<file path="src/rtl/ysyx_22040750_npc_ctrl_pkg.sv">
// Shared constants for the next-PC controller: one-hot select bit indices,
// controller state encoding and the default reset PC.
package ysyx_22040750_pkg;

   localparam int SEL_SNPC = 0;
   localparam int SEL_BR   = 1;
   localparam int SEL_JAL  = 2;
   localparam int SEL_JALR = 3;
   localparam int SEL_CSR  = 4;
   localparam int SEL_W    = 5;

   localparam logic [31:0] RESET_PC_DEFAULT = 32'h8000_0000;

   typedef enum logic {
      EMPTY = 1'b0,
      HELD  = 1'b1
   } npc_state_e;

endpackage

</file>
<file path="src/rtl/ysyx_22040750_npc_ctrl_if.sv">
// ID/trap -> next-PC controller -> IF bundle. The controller takes the slave
// modport; the ID/IF environment takes master. O_misalign exists only with
// YSYX_22040750_NPC_MISALIGN_EN defined.
interface ysyx_22040750_npc_ctrl_if
   import ysyx_22040750_pkg::*;
#(
   parameter int XLEN = 64,
   parameter int PC_W = 32
);
   logic              I_id_valid;
   logic              O_id_ready;
   logic [SEL_W-1:0]  I_sel;
   logic [PC_W-1:0]   I_pc;
   logic [PC_W-1:0]   I_snpc;
   logic [XLEN-1:0]   I_rs1_data;
   logic [XLEN-1:0]   I_imm;
   logic [XLEN-1:0]   I_csr_pc;
   logic              I_trap_valid;
   logic [XLEN-1:0]   I_trap_pc;
   logic              I_flush;
   logic              O_dnpc_valid;
   logic              I_pc_ready;
   logic [PC_W-1:0]   O_dnpc;
   logic              O_held;
`ifdef YSYX_22040750_NPC_MISALIGN_EN
   logic              O_misalign;
`endif

   modport slave (
      input  I_id_valid, I_sel, I_pc, I_snpc, I_rs1_data, I_imm, I_csr_pc,
      input  I_trap_valid, I_trap_pc, I_flush, I_pc_ready,
`ifdef YSYX_22040750_NPC_MISALIGN_EN
      output O_misalign,
`endif
      output O_id_ready, O_dnpc_valid, O_dnpc, O_held
   );

   modport master (
      output I_id_valid, I_sel, I_pc, I_snpc, I_rs1_data, I_imm, I_csr_pc,
      output I_trap_valid, I_trap_pc, I_flush, I_pc_ready,
`ifdef YSYX_22040750_NPC_MISALIGN_EN
      input  O_misalign,
`endif
      input  O_id_ready, O_dnpc_valid, O_dnpc, O_held
   );

endinterface

</file>
<file path="src/rtl/ysyx_22040750_npc_ctrl_target.sv">
// Combinational next-PC target: shared adder plus priority select
// trap > csr > jalr > jal/branch > snpc.
module ysyx_22040750_npc_target
   import ysyx_22040750_pkg::*;
#(
   parameter int XLEN = 64,
   parameter int PC_W = 32
) (
   input  logic [SEL_W-1:0] sel_i,
   input  logic [PC_W-1:0]  pc_i,
   input  logic [PC_W-1:0]  snpc_i,
   input  logic [XLEN-1:0]  rs1_i,
   input  logic [XLEN-1:0]  imm_i,
   input  logic [XLEN-1:0]  csr_pc_i,
   input  logic             trap_valid_i,
   input  logic [XLEN-1:0]  trap_pc_i,
   output logic [PC_W-1:0]  target_o,
   output logic             misalign_o
);
   logic [XLEN-1:0] base;
   logic [XLEN-1:0] sum;
   logic            unused_bits;

   assign base = sel_i[SEL_JALR] ? rs1_i : XLEN'(pc_i);
   assign sum  = imm_i + base;

   always_comb begin
      target_o = snpc_i;
      if (trap_valid_i) begin
         target_o = trap_pc_i[PC_W-1:0];
      end else if (sel_i[SEL_CSR]) begin
         target_o = csr_pc_i[PC_W-1:0];
      end else if (sel_i[SEL_JALR]) begin
         target_o = {sum[PC_W-1:1], 1'b0};
      end else if (sel_i[SEL_JAL] || sel_i[SEL_BR]) begin
         target_o = sum[PC_W-1:0];
      end
   end

   // Trap targets come from mtvec and are never flagged here.
   assign misalign_o = !trap_valid_i && (target_o[1:0] != 2'b00);

   assign unused_bits = ^{csr_pc_i, trap_pc_i, sum};

endmodule

</file>
<file path="src/rtl/ysyx_22040750_npc_ctrl.sv">
// Next-PC controller: zero-latency target on a valid/ready handshake with a
// one-entry hold register. Optional YSYX_22040750_NPC_MISALIGN_EN adds O_misalign.
module ysyx_22040750_npc_ctrl
   import ysyx_22040750_pkg::*;
#(
   parameter int              XLEN     = 64,
   parameter int              PC_W     = 32,
   parameter logic [PC_W-1:0] RESET_PC = PC_W'(RESET_PC_DEFAULT)
) (
   input  logic I_clk,
   input  logic I_rst_n,
   ysyx_22040750_npc_ctrl_if.slave bus
);
   npc_state_e      state_q, state_d;
   logic [PC_W-1:0] hold_q, hold_d;
   logic [PC_W-1:0] target;
   logic            target_misalign;
   logic [PC_W-1:0] dnpc;
   logic            dnpc_valid;
   logic            req;

   ysyx_22040750_npc_target #(
      .XLEN (XLEN),
      .PC_W (PC_W)
   ) u_target (
      .sel_i        (bus.I_sel),
      .pc_i         (bus.I_pc),
      .snpc_i       (bus.I_snpc),
      .rs1_i        (bus.I_rs1_data),
      .imm_i        (bus.I_imm),
      .csr_pc_i     (bus.I_csr_pc),
      .trap_valid_i (bus.I_trap_valid),
      .trap_pc_i    (bus.I_trap_pc),
      .target_o     (target),
      .misalign_o   (target_misalign)
   );

   assign req = bus.I_id_valid | bus.I_trap_valid;

`ifdef YSYX_22040750_NPC_MISALIGN_EN
   logic misalign_q, misalign_d;
`endif

   always_comb begin
      state_d    = state_q;
      hold_d     = hold_q;
      dnpc       = hold_q;
      dnpc_valid = 1'b0;
`ifdef YSYX_22040750_NPC_MISALIGN_EN
      misalign_d = misalign_q;
`endif
      case (state_q)
         EMPTY: begin
            dnpc_valid = req;
            if (req) begin
               dnpc = target;
            end
            if (req && !bus.I_pc_ready) begin
               state_d = HELD;
               hold_d  = target;
`ifdef YSYX_22040750_NPC_MISALIGN_EN
               misalign_d = target_misalign;
`endif
            end
         end
         HELD: begin
            // A trap replaces the held value even when a flush arrives with it.
            if (bus.I_trap_valid) begin
               dnpc       = target;
               dnpc_valid = 1'b1;
               if (bus.I_pc_ready) begin
                  state_d = EMPTY;
               end else begin
                  hold_d = target;
`ifdef YSYX_22040750_NPC_MISALIGN_EN
                  misalign_d = 1'b0;
`endif
               end
            end else if (bus.I_flush) begin
               dnpc_valid = bus.I_pc_ready;
               state_d    = EMPTY;
            end else begin
               dnpc_valid = 1'b1;
               if (bus.I_pc_ready) begin
                  state_d = EMPTY;
               end
            end
         end
         default: state_d = EMPTY;
      endcase
   end

   always_ff @(posedge I_clk or negedge I_rst_n) begin
      if (!I_rst_n) begin
         state_q <= EMPTY;
         hold_q  <= RESET_PC;
      end else begin
         state_q <= state_d;
         hold_q  <= hold_d;
      end
   end

`ifdef YSYX_22040750_NPC_MISALIGN_EN
   always_ff @(posedge I_clk or negedge I_rst_n) begin
      if (!I_rst_n) begin
         misalign_q <= 1'b0;
      end else begin
         misalign_q <= misalign_d;
      end
   end

   always_comb begin
      bus.O_misalign = 1'b0;
      if (I_rst_n) begin
         if (state_q == HELD) begin
            bus.O_misalign = !bus.I_trap_valid && misalign_q;
         end else begin
            bus.O_misalign = req && target_misalign;
         end
      end
   end
`else
   logic unused_misalign;
   assign unused_misalign = target_misalign;
`endif

   // Reset gating keeps outputs quiet even before the first clock edge.
   assign bus.O_dnpc_valid = dnpc_valid & I_rst_n;
   assign bus.O_dnpc       = I_rst_n ? dnpc : RESET_PC;
   assign bus.O_id_ready   = (state_q == EMPTY);
   assign bus.O_held       = (state_q == HELD);

endmodule

</file>
<file path="src/flat_wrapper.sv">
// flat-port wrapper written by rule: the top's interface ports become plain ports
module ysyx_22040750_npc_ctrl_flat import ysyx_22040750_pkg::*;
#(
   parameter int              XLEN     = 64,
   parameter int              PC_W     = 32,
   parameter logic [PC_W-1:0] RESET_PC = PC_W'(RESET_PC_DEFAULT)
)
  (I_clk, I_rst_n, bus_I_id_valid, bus_I_sel, bus_I_pc, bus_I_snpc, bus_I_rs1_data, bus_I_imm, bus_I_csr_pc, bus_I_trap_valid, bus_I_trap_pc, bus_I_flush, bus_I_pc_ready, bus_O_id_ready, bus_O_dnpc_valid, bus_O_dnpc, bus_O_held);
  ysyx_22040750_npc_ctrl_if #(.XLEN(XLEN), .PC_W(PC_W)) bus_i ();
  input  logic I_clk;
  input  logic I_rst_n;
  input wire logic [$bits(bus_i.I_id_valid)-1:0] bus_I_id_valid;
  input wire logic [$bits(bus_i.I_sel)-1:0] bus_I_sel;
  input wire logic [$bits(bus_i.I_pc)-1:0] bus_I_pc;
  input wire logic [$bits(bus_i.I_snpc)-1:0] bus_I_snpc;
  input wire logic [$bits(bus_i.I_rs1_data)-1:0] bus_I_rs1_data;
  input wire logic [$bits(bus_i.I_imm)-1:0] bus_I_imm;
  input wire logic [$bits(bus_i.I_csr_pc)-1:0] bus_I_csr_pc;
  input wire logic [$bits(bus_i.I_trap_valid)-1:0] bus_I_trap_valid;
  input wire logic [$bits(bus_i.I_trap_pc)-1:0] bus_I_trap_pc;
  input wire logic [$bits(bus_i.I_flush)-1:0] bus_I_flush;
  input wire logic [$bits(bus_i.I_pc_ready)-1:0] bus_I_pc_ready;
  output wire logic [$bits(bus_i.O_id_ready)-1:0] bus_O_id_ready;
  output wire logic [$bits(bus_i.O_dnpc_valid)-1:0] bus_O_dnpc_valid;
  output wire logic [$bits(bus_i.O_dnpc)-1:0] bus_O_dnpc;
  output wire logic [$bits(bus_i.O_held)-1:0] bus_O_held;
  assign bus_i.I_id_valid = bus_I_id_valid;
  assign bus_i.I_sel = bus_I_sel;
  assign bus_i.I_pc = bus_I_pc;
  assign bus_i.I_snpc = bus_I_snpc;
  assign bus_i.I_rs1_data = bus_I_rs1_data;
  assign bus_i.I_imm = bus_I_imm;
  assign bus_i.I_csr_pc = bus_I_csr_pc;
  assign bus_i.I_trap_valid = bus_I_trap_valid;
  assign bus_i.I_trap_pc = bus_I_trap_pc;
  assign bus_i.I_flush = bus_I_flush;
  assign bus_i.I_pc_ready = bus_I_pc_ready;
  assign bus_O_id_ready = bus_i.O_id_ready;
  assign bus_O_dnpc_valid = bus_i.O_dnpc_valid;
  assign bus_O_dnpc = bus_i.O_dnpc;
  assign bus_O_held = bus_i.O_held;
  ysyx_22040750_npc_ctrl #(.XLEN(XLEN), .PC_W(PC_W), .RESET_PC(RESET_PC)) u_core (.I_clk(I_clk), .I_rst_n(I_rst_n), .bus(bus_i));
endmodule
</file>
<file path="config.mk">
export PLATFORM = sky130hd
export DESIGN_NAME = ysyx_22040750_npc_ctrl_flat
export DESIGN_NICKNAME = d
export VERILOG_FILES = /design/src/rtl/ysyx_22040750_npc_ctrl_pkg.sv /design/src/rtl/ysyx_22040750_npc_ctrl_if.sv /design/src/rtl/ysyx_22040750_npc_ctrl_target.sv /design/src/rtl/ysyx_22040750_npc_ctrl.sv /design/src/flat_wrapper.sv
export SDC_FILE = /design/constraint.sdc
export NUM_CORES = 1
export LEC_CHECK = 0
export ABC_AREA = 1
export BUFFER_PORTS_ARGS = -buffer_cell sky130_fd_sc_hd__buf_4
export CAP_MARGIN = 20
export CORE_AREA = 2 2 144 146
export CTS_BUF_LIST = sky130_fd_sc_hd__clkbuf_16
export CTS_CLUSTER_DIAMETER = 150
export DETAILED_ROUTE_END_ITERATION = 16
export DIE_AREA = 0 0 146 148
export PLACE_DENSITY = 0.67
export SLEW_MARGIN = 20
export SYNTH_ARGS = -nofsm -noshare
export SYNTH_HDL_FRONTEND = slang
export SYNTH_SLANG_ARGS = --single-unit
</file>
<file path="constraint.sdc">
create_clock -name I_clk -period 5 [get_ports I_clk]
set_clock_uncertainty 0.2 [all_clocks]
set_input_delay 0.75 -clock I_clk [delete_from_list [all_inputs] [get_ports I_clk]]
set_output_delay 0.75 -clock I_clk [all_outputs]
set_load 0.02 [all_outputs]
</file>
# --- Yosys cells after proc, flatten, opt, wreduce, memory -nomap -nowiden ---
# Cells that the tools add are included.
word_totals:
  out_inout_bits: 35
  input_bits: 331
  register_bits: 33
  elab_cells: 34
classes:
  bitwise: 3
  add_sub_neg: 1
  reduce_logical: 4
  eq_ne: 3
  mux: 21
op_table:
  columns: ["operator", "n"]
  rows:
  - ["$mux 32", 11]
  - ["$pmux 32 s2", 2]
  - ["$add 32x32->32", 1]
  - ["$mux 1", 6]
  - ["$ne 2x2->1 const B", 2]
  - ["$pmux 1 s2", 2]
  - ["$reduce_and 3->1", 1]
  - ["$ne 2x1->1 const B", 1]
  - ["$and 1x1->1", 1]
  - ["$logic_and 1x1->1", 1]
  - ["$logic_not 1->1", 1]
  - ["$logic_or 1x1->1", 1]
  - ["$not 1->1", 1]
  - ["$or 1x1->1", 1]

# --- Logic depth before layout (Yosys ltp) ---
# Gate-level depths: netlist of run 1.
logic_depth:
  ltp_word: 9
  ltp_mapped: 22
  mapped_depth_nobuf: 20

# --- By module ---
# From an unflattened synthesis of run 1, not the netlist that was laid out.
hier_totals:
  cells_unflattened: 1165
  area_unflattened_um2: 5914.4
modules_own_cells:
  columns: ["mod", "seq_area_each_um2", "cells_per_inst", "area_per_inst_um2", "n_inst"]
  rows:
  - ["ysyx_22040750_npc_target", 0.0, 842, 3916.3, 1]
  - ["ysyx_22040750_npc_ctrl", 827.0, 323, 1998.2, 1]

# --- Worst setup path before layout of run 1 ---
# No wires, ideal clock.
synth_path:
  kind: "in2out"
  startpoint: "in bus_I_sel[3]"
  endpoint: "out bus_O_dnpc[28]"
  slack_ps: 951
  n_path_buf: 2
  required_time_ps: 4050
  arrival_ps: 3099
  path_stages: 20
  cell_sequence: "buf_2 inv_2 clkbuf_1 nand2_1 nand2_1 ha_1 fa_1 nand3_1 nand3_1 nand3_1 nand3_1 nand2_1 nand2_1 nand2_1 nand3_1 nand2_1 nand2_1 nand2_1 nand2_1 a21oi_1"
synth_via:
  elab_chain_len: 9
  elab_cells_between_ends: 10
  classes_between: "1 x add/sub; 9 x mux"
synth_lines:
  columns: ["element", "line_no", "source"]
  rows:
  - ["start: declaration", "flat_wrapper.sv:13", "input wire logic [$bits(bus_i.I_sel)-1:0] bus_I_sel;"]
  - ["$mux 32", "ysyx_22040750_npc_ctrl_target.sv:24", "assign base = sel_i[SEL_JALR] ? rs1_i : XLEN'(pc_i);"]
  - ["$add 32x32->32", "ysyx_22040750_npc_ctrl_target.sv:25", "assign sum = imm_i + base;"]
  - ["$mux 32", "ysyx_22040750_npc_ctrl_target.sv:35", "end else if (sel_i[SEL_JAL] || sel_i[SEL_BR]) begin"]
  - ["$mux 32 (*)", "ysyx_22040750_npc_ctrl_target.sv:33", "end else if (sel_i[SEL_JALR]) begin"]
  - ["$mux 32 (*)", "ysyx_22040750_npc_ctrl_target.sv:31", "end else if (sel_i[SEL_CSR]) begin"]
  - ["$mux 32 (*)", "ysyx_22040750_npc_ctrl_target.sv:29", "if (trap_valid_i) begin"]
  - ["$mux 32, on equally long branches", "ysyx_22040750_npc_ctrl.sv:68, ysyx_22040750_npc_ctrl.sv:55", null]
  - ["$pmux 32 s2 (*)", "ysyx_22040750_npc_ctrl.sv:52", "case (state_q)"]
  - ["$mux 32 (*)", "ysyx_22040750_npc_ctrl.sv:129", "assign bus.O_dnpc = I_rst_n ? dnpc : RESET_PC;"]
  - ["end: declaration", "flat_wrapper.sv:25", "output wire logic [$bits(bus_i.O_dnpc)-1:0] bus_O_dnpc;"]
# Every way passes the cells marked *; elsewhere a longest branch is shown, timed or not.

# --- Worst setup path after layout of run 1 ---
# Same ends and word-level chain as after synthesis.

==> summary.txt, run 1 <==
Layout
  • Finished Cell Area: 8010 um2
  • Layout cell share with drive strength beyond 1: 0.280
  • Nets: 1649
  • # diodes: 0
  • Area Growth Syn to Fin: 35.9%
  • Final core utilization: 0.400

Die
  • Die footprint: 21600 um2
  • Io pins: 366
  • Die X: 146 um
  • Cell Rows: 52
  • Chip height: 148 um
  • Initial Util: 0.294
  • CORE AREA: 20000 um2

Power
  • Switching Share: 0.425
  • Power share of the clock group: 0.222
  • PD cells: 200 nW/um2
  • Peak VDD IR: 0.127 mV
  • Seq pwr share: 0.215
  • LEAKAGE: 0.00459 uW
  • Final Power: 1600 uW
  • Pint: 919 uW
  • Sw Pwr: 680 uW
  • Comb pwr share: 0.564

Placement
  • IO buf count: 236
  • RePlAce Congestion: 0.895
  • Placement Cell Area: 7840 um2
  • Dpl hpwl: 17200 um

Worst setup path
  • WS Path Type: input pin to primary output
  • Arrival @ worst endpoint: 3.55 ns
  • Slowest CP cell: fa_1
  • Critical Path Start Type: input pin
  • CP Buf/Inv Count: 3
  • Crit end category: primary output
  • Crit path top cell by count: nand2_1
  • Crit Path Max Fanout: 33
  • WP data required: 4.05 ns
  • Critical path's largest stage delay: 0.49 ns
  • CP top delay family: simple AND/OR/NAND/NOR gates
  • CP Cell Sequence: buf_6, inv_2, nand2_1, nand2_1, ha_1, fa_1, nand3_1, nand3_1, nand3_1, nand3_1, nand2_1, nand2_1, nand2_1, nand3_1, nand2_1, nand2_1, nand2_1, nand2_1, a21oi_1, buf_4

Min path
  • Worst hold path class: register to register

STA
  • Min cycle time layout: 4.50 ns
  • Setup_tns: 0 ns
  • RSZ-0062 raised after global routing: no
  • Final Hold Fails: 0
  • FMAX: 222 MHz
  • Final Slew Violations: 0
  • Final period utilization: 0.899
  • Least-Margin Pin Slew: 0.960 ns
  • Final setup violating endpoints: 0
  • Max-Slew Margin vs Limit: 0.359

CTS
  • CTS Buffer Depth: 2
  • Clock sink total: 33
  • TritonCTS clock tree: done
  • H-tree Lvls: 2
  • Worst-Skew Late Latency: 0.28 ns
  • Worst-path clk slew: 0.06 ns
  • Clock buffer count from CTS: 5
  • Cts hold-fix bufs: 0
  • Root buf cell: clkbuf_16

Drt
  • First DRT Iteration DRCs: 370
  • Met1 WL: 9560 um
  • Remaining DRCs: 0
  • Max layer used: met4
  • First-pass DRT Iterations: 5
  • Vias per std cell: 4.64
  • Met2 wire len: 10500 um
  • DRT Wirelength: 21700 um
  • Metal3 WL: 1310 um
  • WL/cell: 13.9 um
  • Antenna-violating nets left: 0
  • DR vias: 7229

Global routing
  • Remaining Overflow, GRT: 0
  • Initial antenna violation count: 0
  • GR Util All Layers: 0.197
  • Number of global-route vias before repair: 7173
  • First-pass GRT wire length: 35000 um
  • Pin count of the biggest net entering global routing: 62

Yosys
  • Post-Syn Area per Cell: 5.45 um2
  • Yosys warns: 0
  • Syn nets: 1444
  • Mapped cell area: 5900 um2
  • Gate Count Post-Synth: 1081
  • Flops & latches, synth: 33
  • Seq/Total Area, Yosys: 0.140
  • Synth cell types: 39

Run
  • Max Cap Viol: 0

Outcome
  • Run status: complete, no violations
-- cells in the mapped netlist --
| cell type | number | area share |
|---|---|---|
| nand3_1 | 42 | 0.036 |
| a21oi_1 | 58 | 0.049 |
| nand3b_1 | 2 | 0.0025 |
| nand2_2 | 22 | 0.023 |
| o21ai_2 | 6 | 0.0089 |
| o211ai_2 | 1 | 0.0021 |
| o21bai_1 | 4 | 0.0051 |
| dfrtp_1 | 32 | 0.14 |
| and2_1 | 2 | 0.0021 |
| o21ai_0 | 25 | 0.021 |
| nor2_2 | 5 | 0.0053 |
| buf_4 | 6 | 0.0076 |
| buf_2 | 9 | 0.0076 |
| xnor2_1 | 10 | 0.015 |
| or2_2 | 36 | 0.038 |
| nand4_1 | 5 | 0.0053 |
| nand3_2 | 6 | 0.010 |
| o22ai_1 | 3 | 0.0032 |
| a21o_1 | 1 | 0.0013 |
| nand2_1 | 471 | 0.30 |
| ha_1 | 31 | 0.066 |
| inv_1 | 131 | 0.083 |
| a211oi_1 | 2 | 0.0025 |
| o221ai_1 | 26 | 0.039 |
| fa_1 | 1 | 0.0034 |
| o211ai_1 | 1 | 0.0013 |
| inv_2 | 14 | 0.0089 |
| clkbuf_1 | 27 | 0.017 |
| dfstp_2 | 1 | 0.0045 |
| buf_6 | 1 | 0.0019 |
| o21ai_1 | 34 | 0.029 |
| a21oi_2 | 13 | 0.019 |
| nor2_4 | 2 | 0.0038 |
| nor2_1 | 41 | 0.026 |
| nor3_1 | 4 | 0.0034 |
| or2_1 | 1 | 0.0011 |
| nor3_2 | 3 | 0.0051 |
| mux2_2 | 1 | 0.0019 |
| nor2_8 | 1 | 0.0034 |
-- stage by stage --
stage                     instances  worst slack (ns)  hold WS (ns)
after floorplan                1081             0.951         0.246
final                          1557             0.503         0.279
after global routing           1557             0.114         0.305
after CTS                      1557             0.376         0.282
after global placement         1549             0.441         0.259
after detailed placement       1549             0.379         0.270
-- layout by cell type (no fill, tap or decap), types with 2 or more instances in the layout --
| master | count |
|---|---|
| xnor2_1 | 10 |
| nor3_1 | 4 |
| nand3_2 | 6 |
| o21bai_1 | 4 |
| nand2_2 | 22 |
| a211oi_1 | 2 |
| nor3_2 | 3 |
| o21ai_0 | 25 |
| o21ai_2 | 6 |
| nor2_2 | 6 |
| nand4_1 | 5 |
| a21oi_2 | 13 |
| inv_2 | 14 |
| clkbuf_16 | 5 |
| o22ai_1 | 3 |
| nor2_1 | 40 |
| nand3_1 | 42 |
| a21oi_1 | 58 |
| o221ai_1 | 26 |
| o21ai_1 | 34 |
| dfrtp_1 | 32 |
| nand3b_1 | 2 |
| inv_1 | 131 |
| ha_1 | 31 |
| nand2_1 | 471 |
| and2_1 | 2 |
| nor2_4 | 2 |
| or2_2 | 36 |
| buf_4 | 240 |
-- kinds of logic (layout without fill, tap and decap cells) --
logic type               count (synthesis)  in the layout  synth area share
adder cells (fa/ha/maj)                 32             32            0.0692
AND/OR/NAND/NOR                        643            643             0.465
AO/OA/AOI/OAI                          174            174             0.182
buffers and inverters                  188            394             0.127
multiplexers                             1              1           0.00191
flip-flops                              33             33             0.140
XOR/XNOR                                10             10            0.0149
-- power groups by stage --
stage               Sequential (uW)  Clock [uW]  Combinational [uW]
detailed placement              345           0                 906
global route                    349         374                1010
global placement                343           0                 894
CTS                             342         360                 910
floorplan                       339           0                 576
finish                          343         355                 901
-- state kept, by name, indices dropped and copies added (netlist names) --
name / flops
u_core.bus.O_held: 1
u_core.hold_q: 32
-- layer usage --
metal,GRT usage,vias up
met4,0.0296,0
met5,0,-
li1,-,3827
met2,0.361,229
met1,0.248,3157
met3,0.0336,16
-- layout make-up --
class / count / area, um2
inverter: 145 / 544
fill: 2232 / 12000
multi-input combinational: 860 / 4320
timing repair buffer: 241 / 1810
clock inverter: 3 / 41.3
clock buffer: 5 / 125
sequential: 33 / 827
tap: 270 / 338
-- what timing repair did --
| item | CTS | global route |
|---|---|---|
| setup buffers | 0 | 0 |
| resized for setup | 0 | 1 |
| endpoints found under the setup margin | 0 | 1 |
-- final timing paths --
check | cells after the start | slack [ns] | endpoint | start
hold / removal | 2 | 0.28 | u_core.hold_q[31] | u_core.hold_q[31]
min in group asynchronous | 1 | 0.31 | u_core.hold_q[24] | I_rst_n
max in group asynchronous | 1 | 3.83 | u_core.hold_q[26] | I_rst_n
hold reg to reg | 2 | 0.28 | u_core.hold_q[31] | u_core.hold_q[31]
setup reg to reg | 8 | 1.75 | u_core.hold_q[23] | u_core.bus.O_held
setup / recovery | 20 | 0.50 | bus_O_dnpc[28] | bus_I_sel[3]
-- worst min-delay path: stages (launching register included) --
cell,delay [ns]
dfstp_2,0.37
nand2_1,0.05
nand2_1,0.05
Power figures use the tool's default switching activity.
==> inputs of run 2 (changes only) <==
--- a/config.mk
+++ b/config.mk
@@ -7,13 +7,14 @@
 export LEC_CHECK = 0
 export ABC_AREA = 1
 export BUFFER_PORTS_ARGS = -buffer_cell sky130_fd_sc_hd__buf_4
-export CAP_MARGIN = 20
+export CAP_MARGIN = 0
 export CORE_AREA = 2 2 144 146
 export CTS_BUF_LIST = sky130_fd_sc_hd__clkbuf_16
 export CTS_CLUSTER_DIAMETER = 150
 export DETAILED_ROUTE_END_ITERATION = 16
 export DIE_AREA = 0 0 146 148
 export PLACE_DENSITY = 0.67
+export REMOVE_ABC_BUFFERS = 1
 export SLEW_MARGIN = 20
 export SYNTH_ARGS = -nofsm -noshare
 export SYNTH_HDL_FRONTEND = slang
==> run 2 against run 1 <==
Sequential cell count unchanged. Maximum frequency shrank 1.7%. Largest cell class unchanged. Clock power hardly changed. Die area unchanged. Routed wire length down 1.4%.
==> summary.txt, run 2 (same netlist as run 1, synthesis figures left out) <==
Global routing
  • First-pass GRT wire length: 34100 um (-2.5%)
  • Number of global-route vias before repair: 6920 (-3.5%)
  • GR Util All Layers: 0.193 (-0.00413)
  • Pin count of the biggest net entering global routing: 62 (unchanged)
  • Remaining Overflow, GRT: 0 (unchanged)
  • Initial antenna violation count: 0 (unchanged)

Worst setup path
  • Critical path's largest stage delay: 0.50 ns (about the same)
  • Critical Path Start Type: input pin
  • CP Cell Sequence: buf_4, inv_2, nand2_1, nand2_1, ha_1, fa_1, nand3_1, nand3_1, nand3_1, nand3_1, nand2_1, nand2_1, nand2_1, nand3_1, nand2_1, nand2_1, nand2_1, nand2_1, a21oi_1, buf_4
  • CP Buf/Inv Count: 3 (unchanged)
  • Crit path top cell by count: nand2_1
  • WS Path Type: input pin to primary output
  • Crit Path Max Fanout: 19 (-42%)
  • Arrival @ worst endpoint: 3.62 ns (+0.07 ns)
  • Slowest CP cell: fa_1
  • WP data required: 4.05 ns (about the same)
  • Crit end category: primary output
  • CP top delay family: simple AND/OR/NAND/NOR gates

Outcome
  • Run status: complete, no violations

STA
  • Max-Slew Margin vs Limit: 0.370 (+0.0111)
  • Final Slew Violations: 0 (unchanged)
  • Min cycle time layout: 4.57 ns (+0.0771 ns)
  • Final Hold Fails: 0 (unchanged)
  • RSZ-0062 raised after global routing: no
  • Setup_tns: 0 ns (unchanged)
  • Least-Margin Pin Slew: 0.943 ns (-0.0166 ns)
  • Final period utilization: 0.915 (+0.0154)
  • Final setup violating endpoints: 0 (unchanged)
  • FMAX: 219 MHz (-1.7%)

Drt
  • DRT Wirelength: 21400 um (-1.4%)
  • DR vias: 7236 (+0.097%)
  • Antenna-violating nets left: 0 (unchanged)
  • WL/cell: 13.7 um (-1.5%)
  • First DRT Iteration DRCs: 400 (+8.1%)
  • First-pass DRT Iterations: 5 (unchanged)
  • Vias per std cell: 4.64 (about the same)
  • Remaining DRCs: 0 (unchanged)

Layout
  • Commonest cells after routing, fill and taps aside: 471 x nand2_1, 243 x buf_4, 131 x inv_1
  • Max FFs per register: 32 (unchanged)
  • Layout cell share with drive strength beyond 1: 0.281 (+0.00112)
  • Most common cell after layout, fill and taps aside: nand2_1
  • Finished Cell Area: 8030 um2 (+0.17%)
  • Largest Register: u_core.hold_q
  • Nets: 1651 (+0.12%)
  • Area Growth Syn to Fin: 36.1%

CTS
  • Post-CTS resize count: 0 (unchanged)
  • TritonCTS clock tree: done
  • Worst-Skew Late Latency: 0.28 ns (about the same)
  • Cts hold-fix bufs: 0 (unchanged)
  • H-tree Lvls: 2 (unchanged)
  • Clock sink total: 33 (unchanged)
  • Worst-path clk slew: 0.06 ns (about the same)
  • CTS Buffer Depth: 2 (unchanged)
  • Post-CTS Setup Inserts: 0 (unchanged)
  • Root buf cell: clkbuf_16
  • Clock buffer count from CTS: 5 (unchanged)

Die
  • Cell Rows: 52 (unchanged)
  • Initial Util: 0.294 (unchanged)
  • Chip height: 148 um (unchanged)
  • Io pins: 366 (unchanged)
  • Die X: 146 um (unchanged)
  • CORE AREA: 20000 um2 (unchanged)
  • Die footprint: 21600 um2 (unchanged)

Power
  • Peak VDD IR: 0.148 mV (+17%)
  • PD cells: 199 nW/um2 (-0.30%)
  • LEAKAGE: 0.00460 uW (+0.18%)

Min path
  • Worst hold path class: register to register

Placement
  • Placement Cell Area: 7860 um2 (+0.19%)
  • IO buf count: 236 (unchanged)
  • Dpl hpwl: 17200 um (+0.15%)
  • RePlAce Congestion: 0.895 (unchanged)

Run
  • Max Cap Viol: 0 (unchanged)
run 2: area by class of cell:
type                    instances  area (um2)
inverters                     145         544
diodes                          1        2.50
multi-input cells             860        4320
fillers                      2264       12000
flip-flops and latches         33         827
clock buffers                   5         125
well taps                     270         338
clock inverters                 3        41.3
repair buffers                243        1820
run 2: path summary, 6_finish.rpt:
path / start / endpoint / slack [ns] / cells after the start
min: u_core.hold_q[31] / u_core.hold_q[31] / 0.27 / 2
max in group asynchronous: I_rst_n / u_core.hold_q[1] / 3.85 / 1
min in group asynchronous: I_rst_n / u_core.hold_q[27] / 0.31 / 1
min reg2reg: u_core.hold_q[31] / u_core.hold_q[31] / 0.27 / 2
max: bus_I_sel[3] / bus_O_dnpc[28] / 0.43 / 20
max reg2reg: u_core.bus.O_held / u_core.hold_q[21] / 1.71 / 8
run 2: through the flow:
step	setup slack, ns	hold slack, ns	std cells	power (uW)	utilization
6_report	0.426	0.269	1560	1600	0.401
5_1_grt	0.0903	0.280	1559	1730	0.400
4_1_cts	0.420	0.270	1559	1610	0.400
3_5_place_dp	0.427	0.260	1551	1250	0.392
3_3_place_gp	0.446	0.257	1551	1240	0.392
2_1_floorplan	1.13	0.248	1038	894	-
run 2: per-layer routing:
metal	GRT usage	wire length, um	part of all wire	up-vias
li1	-	-	-	3827
met2	0.342	9940	0.47	217
met3	0.0389	1420	0.067	12
met1	0.247	9790	0.46	3180
met5	0	0	0	-
met4	0.0311	218	0.010	0
run 2: report_power, final:
part           internal (uW)  switching (uW)
Clock                    233             121
Sequential               316            26.0
Combinational            371             530
Total                    920             677
run 2: worst min-delay path: stages, from the launching register on:
cell	delay, ns
dfstp_2	0.37
nand2_1	0.05
nand2_1	0.05
